$ cat src/rtl/timer_cnt_gen.sv
// Count-signal generator for an 8051-style timer: prescales the clock into machine
// cycles, synchronises Tx/INTx, and emits one increment pulse per qualified event.
module timer_cnt_gen #(
  parameter int CLK_PER_MC  = 12,
  parameter int SYNC_STAGES = 2
) (
  input  logic clk,
  input  logic rst,
  input  logic tr,
  input  logic gate,
  input  logic ct_sel,
  input  logic int_n_pin,
  input  logic t_pin,
  output logic mc_tick,
  output logic run,
  output logic cnt_sig
);

  localparam int PW = (CLK_PER_MC > 1) ? $clog2(CLK_PER_MC) : 1;
  localparam logic [PW-1:0] LAST = PW'(CLK_PER_MC - 1);

  logic [PW-1:0]          r_presc;
  logic                   r_mc_tick;
  logic                   r_run;
  logic                   r_cnt_sig;
  logic                   r_t_samp;
  logic [SYNC_STAGES-1:0] r_t_sync;
  logic [SYNC_STAGES-1:0] r_int_sync;
  logic                   w_t_sync;
  logic                   w_int_sync;
  logic                   w_fall;

  assign w_t_sync   = r_t_sync[SYNC_STAGES-1];
  assign w_int_sync = r_int_sync[SYNC_STAGES-1];
  // t_samp holds Tx as seen at the previous tick, so a fall spans one machine cycle.
  assign w_fall     = r_mc_tick & r_t_samp & ~w_t_sync;

  always_ff @(posedge clk or posedge rst) begin
    if (rst) begin
      r_presc   <= '0;
      r_mc_tick <= 1'b0;
    end else begin
      r_mc_tick <= (r_presc == LAST);
      if (r_presc == LAST) r_presc <= '0;
      else                 r_presc <= r_presc + 1'b1;
    end
  end

  // Pins idle high, so the chains reset to 1 and no edge is seen on release.
  always_ff @(posedge clk or posedge rst) begin
    if (rst) begin
      r_t_sync   <= '1;
      r_int_sync <= '1;
      r_t_samp   <= 1'b1;
    end else begin
      r_t_sync   <= {r_t_sync[SYNC_STAGES-2:0], t_pin};
      r_int_sync <= {r_int_sync[SYNC_STAGES-2:0], int_n_pin};
      if (r_mc_tick) r_t_samp <= w_t_sync;
    end
  end

  always_ff @(posedge clk or posedge rst) begin
    if (rst) begin
      r_run     <= 1'b0;
      r_cnt_sig <= 1'b0;
    end else begin
      r_run <= tr & (~gate | w_int_sync);
      if (ct_sel) r_cnt_sig <= w_fall & r_run;
      else        r_cnt_sig <= r_mc_tick & r_run;
    end
  end

  assign mc_tick = r_mc_tick;
  assign run     = r_run;
  assign cnt_sig = r_cnt_sig;

endmodule

$ cat config.mk
export PLATFORM = sky130hd
export DESIGN_NAME = timer_cnt_gen
export DESIGN_NICKNAME = d
export VERILOG_FILES = /design/src/rtl/timer_cnt_gen.sv
export SDC_FILE = /design/constraint.sdc
export NUM_CORES = 1
export LEC_CHECK = 0
export CORE_UTILIZATION = 25
export CTS_CLUSTER_DIAMETER = 120
export DETAILED_ROUTE_END_ITERATION = 8
export DONT_BUFFER_PORTS = 1
export SYNTH_ARGS = -nofsm -noshare
export SYNTH_HDL_FRONTEND = slang
export SYNTH_SLANG_ARGS = --single-unit
$ cat constraint.sdc
create_clock -name clk -period 0.94 [get_ports clk]
set_input_delay 0.094 -clock clk [delete_from_list [all_inputs] [get_ports clk]]
set_output_delay 0.094 -clock clk [all_outputs]
set_load 0.01 [all_outputs]
==> flow_summary.toml, run 1 <==
[synthesis]
synthCells = 29
synth_top_area_share = 0.4094
total_nets_after_synthesis = 37
yosysTopAreaCell = "sky130_fd_sc_hd__dfrtp_1"
synth-seq-area-share = 0.7164
ys_seq_elements = 12
post_synth_instance_area_um2 = 427.9
synth.area.top_cells = "sky130_fd_sc_hd__dfrtp_1, sky130_fd_sc_hd__dfstp_2, sky130_fd_sc_hd__mux2_4"
yosysWarningCount = 0
distinct_cell_type_count_of_the_synthesized_netlist = 16
postSynthAreaPerCell_um2 = 14.76

[route]
drtPass1Iterations = 4
drt_iter0_drc = 7
vias_per_cell = 4.644
wire_per_inst_um = 13.24
ant_nets = 0
drcViolationCount = 0
dr_total_vias = 274
total_length_of_routed_wires_um = 781

[timing]
setup-tns-final_ps = -55.97
finClkSkew_ps = 5.874
report.final.hold_viol_count = 0
final_period_minus_worst_setup_slack_ps = 984.8
finalSetupViolations = 2
upper_clock_frequency_limit_ghz = 1.015
max-slew-margin-rel = 0.7069
unrepaired_setup_endpoints_after_global_routing = "true"
tightestPinTransition_ps = 439.1
slew_violations = 0
layout_worst_path_cycle_share = 1.048
layout_setup_ws_ps = -44.81

[critical_path]
critPathMaxFanout = 3
worst-setup-path-type = "reg -> reg"
regToRegStartpoint = "r_presc[0]"
critical_path.startpoint_type = "flip-flop"
required_time_at_the_endpoint_of_the_critical_path_ps = 1100
worst_setup_path_end_kind = "flip-flop"
critPathArrivalTime_ps = 1150
crit_path_from = "r_presc[0]"

[global_routing]
antenna_violations_before_repair = 0
via_count_of_the_first_global_routing_pass = 296
grt_max_degree = 13
grt_overflow_total = 0
wire_length_of_the_first_global_routing_pass_um = 1352
groute.usage.overall = 0.1083

[cells_and_area]
antenna_cells = 0
final_layout_size_suffix_gt1_frac = 0.3953
layoutNonFillerInstCount = 59
num-nets-final = 52
synthToLayoutAreaGrowth_pct = 35.09
fin_util = 0.3708

[pwr]
leakagePower_nw = 0.2553
peakVddDrop_mv = 0.7173
total_power_mw = 0.9106
cellPowerDensity_mw_per_mm2 = 1575

[clock_network]
htree_num_levels = 1
worst_setup_hold_path_clk_slew_ps = 70
cts_made_buffers = 3
cts.sinks = 12
cts.path.max_buffers = 2
clk-insertion-delay-late_ps = 270
cts_tree = "built"
clock-root-buffer = "sky130_fd_sc_hd__clkbuf_4"

[job]
max_cap_violations = 0

[floorplanning]
core_area_mm2 = 0.001559
die_x_um = 43.37
floorplan.initialDensity = 0.2745
die_h_um = 43.37
row_count = 14
fp.dieArea_mm2 = 0.001881
boundaryPins = 10

[placement]
dp_cells = 48
gpl.final_weighted_congestion = 0.5550
post-dp-hpwl_um = 522.9
numPortBuffers = 0

[min_path]
hold_path_class = "in -> async"

[run_status]
status = "finished, violations left"
violations_in_the_final_reports = "setup timing"
==> kinds of logic after synthesis <==
logic type / synth area share
muxes: 0.06139
AOI/OAI and AO/OA: 0.04971
and+or+nand+nor: 0.1258
buffers and inverters: 0.01755
DFF: 0.7164
adders and majority gates: 0.02924
==> power by group <==
part | switching (mW) | internal [mW]
clock network | 0.159 | 0.164
registers | 0.0103 | 0.541
logic | 0.0151 | 0.0209
==> per-layer routing <==
metal,global-route usage,routed length [um],vias to the layer above
li1,-,-,124
met1,0.1024,261,134
met2,0.1909,434,13
met3,0.06667,73,3
met4,0.03750,10,0
met5,0,0,-
==> worst max-delay path, cell delays in order (launching register included) <==
cell                      delay [ps]
sky130_fd_sc_hd__dfrtp_1         410
sky130_fd_sc_hd__ha_4            180
sky130_fd_sc_hd__mux2_4          280
==> worst paths after layout <==
kind | to | slack (ps) | cells past startpoint
worst max-delay path | r_presc[2] | -40 | 2
worst min-delay path | cnt_sig | 260 | 2
worst max register to register | r_presc[2] | -40 | 2
worst min register to register | r_int_sync[1] | 360 | 0
max in group asynchronous | r_t_sync[0] | 340 | 2
min in group clk | r_int_sync[1] | 360 | 0
==> synth_stat cells <==
| cell type | number |
|---|---|
| sky130_fd_sc_hd__dfrtp_1 | 7 |
| sky130_fd_sc_hd__dfstp_2 | 5 |
| sky130_fd_sc_hd__inv_1 | 2 |
| sky130_fd_sc_hd__nand2_1 | 2 |
| sky130_fd_sc_hd__nand2b_1 | 2 |
| sky130_fd_sc_hd__a21boi_0 | 1 |
| sky130_fd_sc_hd__a21oi_1 | 1 |
| sky130_fd_sc_hd__and2_1 | 1 |
| sky130_fd_sc_hd__and3b_1 | 1 |
| sky130_fd_sc_hd__ha_1 | 1 |
| sky130_fd_sc_hd__mux2_2 | 1 |
| sky130_fd_sc_hd__mux2_4 | 1 |
| sky130_fd_sc_hd__nand4b_1 | 1 |
| sky130_fd_sc_hd__nor2_1 | 1 |
| sky130_fd_sc_hd__nor2_2 | 1 |
| sky130_fd_sc_hd__o221ai_1 | 1 |
==> layout by cell type, fill, tap and decap left out, drive strengths merged <==
cell type | netlist | final
buf | 0 | 4
inv | 2 | 2
nand4b | 1 | 1
nand2 | 2 | 2
nand2b | 2 | 2
mux2 | 2 | 2
o221ai | 1 | 1
dfrtp | 7 | 7
nor2 | 2 | 2
dfstp | 5 | 5
ha | 1 | 1
a21oi | 1 | 1
a21boi | 1 | 1
dlygate4sd3 | 0 | 6
clkbuf | 0 | 4
and3b | 1 | 1
and2 | 1 | 1
==> per-stage QoR <==
stage / setup slack (ps) / hold slack [ps] / cell area (um2)
6_report: -44.81 / 264.5 / 578.1
2_1_floorplan: -45.52 / -44.88 / 430.4
4_1_cts: -47.43 / 262.7 / 569.3
3_5_place_dp: -51.43 / 10.82 / 473.0
5_1_grt: -70.02 / 296.6 / 578.1
3_3_place_gp: -19.90 / -5.099 / 473.0
==> area by class of cell <==
class / count / area (um2)
inverters: 2 / 7.507
well taps: 16 / 20.02
repair buffers: 10 / 90.09
multi-input cells: 15 / 127.6
flip-flops and latches: 12 / 306.5
clock buffers: 4 / 26.28
fillers: 151 / 980.9
==> registers in the layout, summed over array words and instances, names as in the netlist <==
signal / cells
r_t_sync: 2
mc_tick: 1
cnt_sig: 1
r_int_sync: 2
r_presc: 4
r_t_samp: 1
run: 1
==> what timing repair did <==
action,4_1_cts,5_1_grt
buffers inserted,0,1
pin swaps,0,1
endpoints found under the hold margin,11,0
resized for setup,1,1
hold buffers,6,0
setup endpoints to repair,2,4
Power figures use the tool's default switching activity.
==> run 2, diff against run 1 <==
--- a/config.mk
+++ b/config.mk
@@ -5,10 +5,12 @@
 export SDC_FILE = /design/constraint.sdc
 export NUM_CORES = 1
 export LEC_CHECK = 0
-export CORE_UTILIZATION = 25
+export CORE_UTILIZATION = 28
 export CTS_CLUSTER_DIAMETER = 120
 export DETAILED_ROUTE_END_ITERATION = 8
 export DONT_BUFFER_PORTS = 1
+export GPL_TIMING_DRIVEN = 0
+export HOLD_SLACK_MARGIN = 0.05
 export SYNTH_ARGS = -nofsm -noshare
 export SYNTH_HDL_FRONTEND = slang
 export SYNTH_SLANG_ARGS = --single-unit
==> run 2 against run 1 <==
  * The flow still finishes with violations (setup timing)
  * Combinational power about the same
  * Worst setup slack worse by 16 ps
  * Via count shrank 2.2%
  * Global-route usage rose by 1.1 points
  * Flip-flop and latch count did not move
  * Highest routed layer unchanged
  * Largest cell class unchanged
  * Clock skew fell by 4.9 ps
  * Die area fell by 10%
  * Fmax is 1.6% lower
==> flow_summary.toml, run 2 (synthesized netlist as in run 1, its figures left out) <==
[timing]
layout_setup_ws_ps = -60.33
report.final.hold_viol_count = 0
finClkSkew_ps = 0.9346
layout_worst_path_cycle_share = 1.064
tightestPinTransition_ps = 433.4
unrepaired_setup_endpoints_after_global_routing = "true"
final_period_minus_worst_setup_slack_ps = 1000
finalSetupViolations = 1
fin_hold_ws_ps = 266.1
upper_clock_frequency_limit_ghz = 0.9997
max-slew-margin-rel = 0.7107
slew_violations = 0

[cells_and_area]
top_regs = "r_presc (4), r_int_sync (2), r_t_sync (2)"
largest-register = "r_presc"
final_common_cell = "sky130_fd_sc_hd__dfrtp_1"
most-common-layout-cells = "sky130_fd_sc_hd__dfrtp_1, sky130_fd_sc_hd__dlygate4sd3_1, sky130_fd_sc_hd__dfstp_2"
largest_register_ff_count = 4
num-nets-final = 50
fin_util = 0.4103
synthToLayoutAreaGrowth_pct = 30.99
final_layout_size_suffix_gt1_frac = 0.3659
antenna_cells = 0
area_of_all_placed_cells_without_fillers_um2 = 560.5

[pwr]
peakVddDrop_mv = 1.079
total_power_mw = 0.9839
cellPowerDensity_mw_per_mm2 = 1755
leakagePower_nw = 0.2490

[route]
dr_total_vias = 268
wire_per_inst_um = 12.82
total_length_of_routed_wires_um = 718
drtPass1Iterations = 4
ant_nets = 0
vias_per_cell = 4.786
drcViolationCount = 0
drt_iter0_drc = 6

[clock_network]
cts_tree = "built"
htree_num_levels = 1
cts_repair_resize_count = 0
worst_setup_hold_path_clk_slew_ps = 70
cts_made_buffers = 3
cts.path.max_buffers = 2
cts.sinks = 12
clock-root-buffer = "sky130_fd_sc_hd__clkbuf_4"
clk-insertion-delay-late_ps = 260

[job]
max_cap_violations = 0

[critical_path]
required_time_at_the_endpoint_of_the_critical_path_ps = 1090
worst-setup-path-type = "reg -> reg"
critPathMaxFanout = 3
critical_path.startpoint_type = "flip-flop"
critPathArrivalTime_ps = 1150
worst_setup_path_end_kind = "flip-flop"

[floorplanning]
floorplan.initialDensity = 0.3132
die_x_um = 41.09
core_area_mm2 = 0.001366
boundaryPins = 10
row_count = 13
fp.dieArea_mm2 = 0.001688
die_h_um = 41.09

[run_status]
status = "finished, violations left"
violations_in_the_final_reports = "setup timing"

[placement]
dpl_cell_area_um2 = 449.2
numPortBuffers = 0
gpl.final_weighted_congestion = 0.6329
post-dp-hpwl_um = 483.4

[global_routing]
wire_length_of_the_first_global_routing_pass_um = 1186
grt_max_degree = 13
via_count_of_the_first_global_routing_pass = 306
antenna_violations_before_repair = 0
groute.usage.overall = 0.1190
grt_overflow_total = 0

[min_path]
hold_path_class = "in -> async"
-- run 2: changes by cell type in the layout (fill, tap and decap cells not counted), sizes merged --
cell and delta:
buf -2
-- run 2: power by group --
part           internal, mW  total (mW)  switching, mW
registers             0.540       0.550        0.00958
clock network         0.235       0.398          0.163
logic                0.0209      0.0360         0.0151
-- run 2: through the flow --
step | cells | setup WS (ps) | TNS, ps
floorplan | 29 | -45.52 | -45.52
global placement | 44 | -62.05 | -74.57
detailed placement | 44 | -105.8 | -146.2
CTS | 56 | -62.21 | -62.21
global route | 56 | -92.00 | -134.7
finish | 56 | -60.33 | -60.33
-- run 2: worst max-delay path, cell delays in order (launching register included) --
cell	delay [ps]
sky130_fd_sc_hd__dfrtp_1	390
sky130_fd_sc_hd__ha_2	210
sky130_fd_sc_hd__mux2_4	290
-- run 2: cell type report --
cell class	count	area, um2
inverters	2	7.507
repair buffers	8	75.07
flip-flops and latches	12	306.5
well taps	15	18.77
multi-input cells	15	116.4
fillers	142	805.8
clock buffers	4	36.28
-- run 2: layer usage --
| metal | global-route usage | wire length [um] | vias to the layer above |
|---|---|---|---|
| met5 | 0 | 0 | - |
| met1 | 0.09864 | 279 | 135 |
| met3 | 0.06522 | 46 | 2 |
| li1 | - | - | 121 |
| met2 | 0.2188 | 384 | 10 |
| met4 | 0.06452 | 8 | 0 |
-- run 2: repair_timing --
action | in CTS | in global routing
buffers inserted | 2 | 0
pin swaps | 0 | 1
setup endpoints to repair | 3 | 4
hold buffers | 6 | 0
endpoints found under the hold margin | 16 | 0
-- run 2: worst paths after layout --
kind | startpoint | end | slack, ps | cells after the start
worst max-delay path | r_presc[1] | r_presc[2] | -60 | 2
worst min-delay path | rst | r_presc[1] | 270 | 2
worst max register to register | r_presc[1] | r_presc[2] | -60 | 2
worst min register to register | r_int_sync[0] | r_int_sync[1] | 360 | 0
max in group asynchronous | rst | r_t_samp | 340 | 2
min in group clk | r_int_sync[0] | r_int_sync[1] | 360 | 0
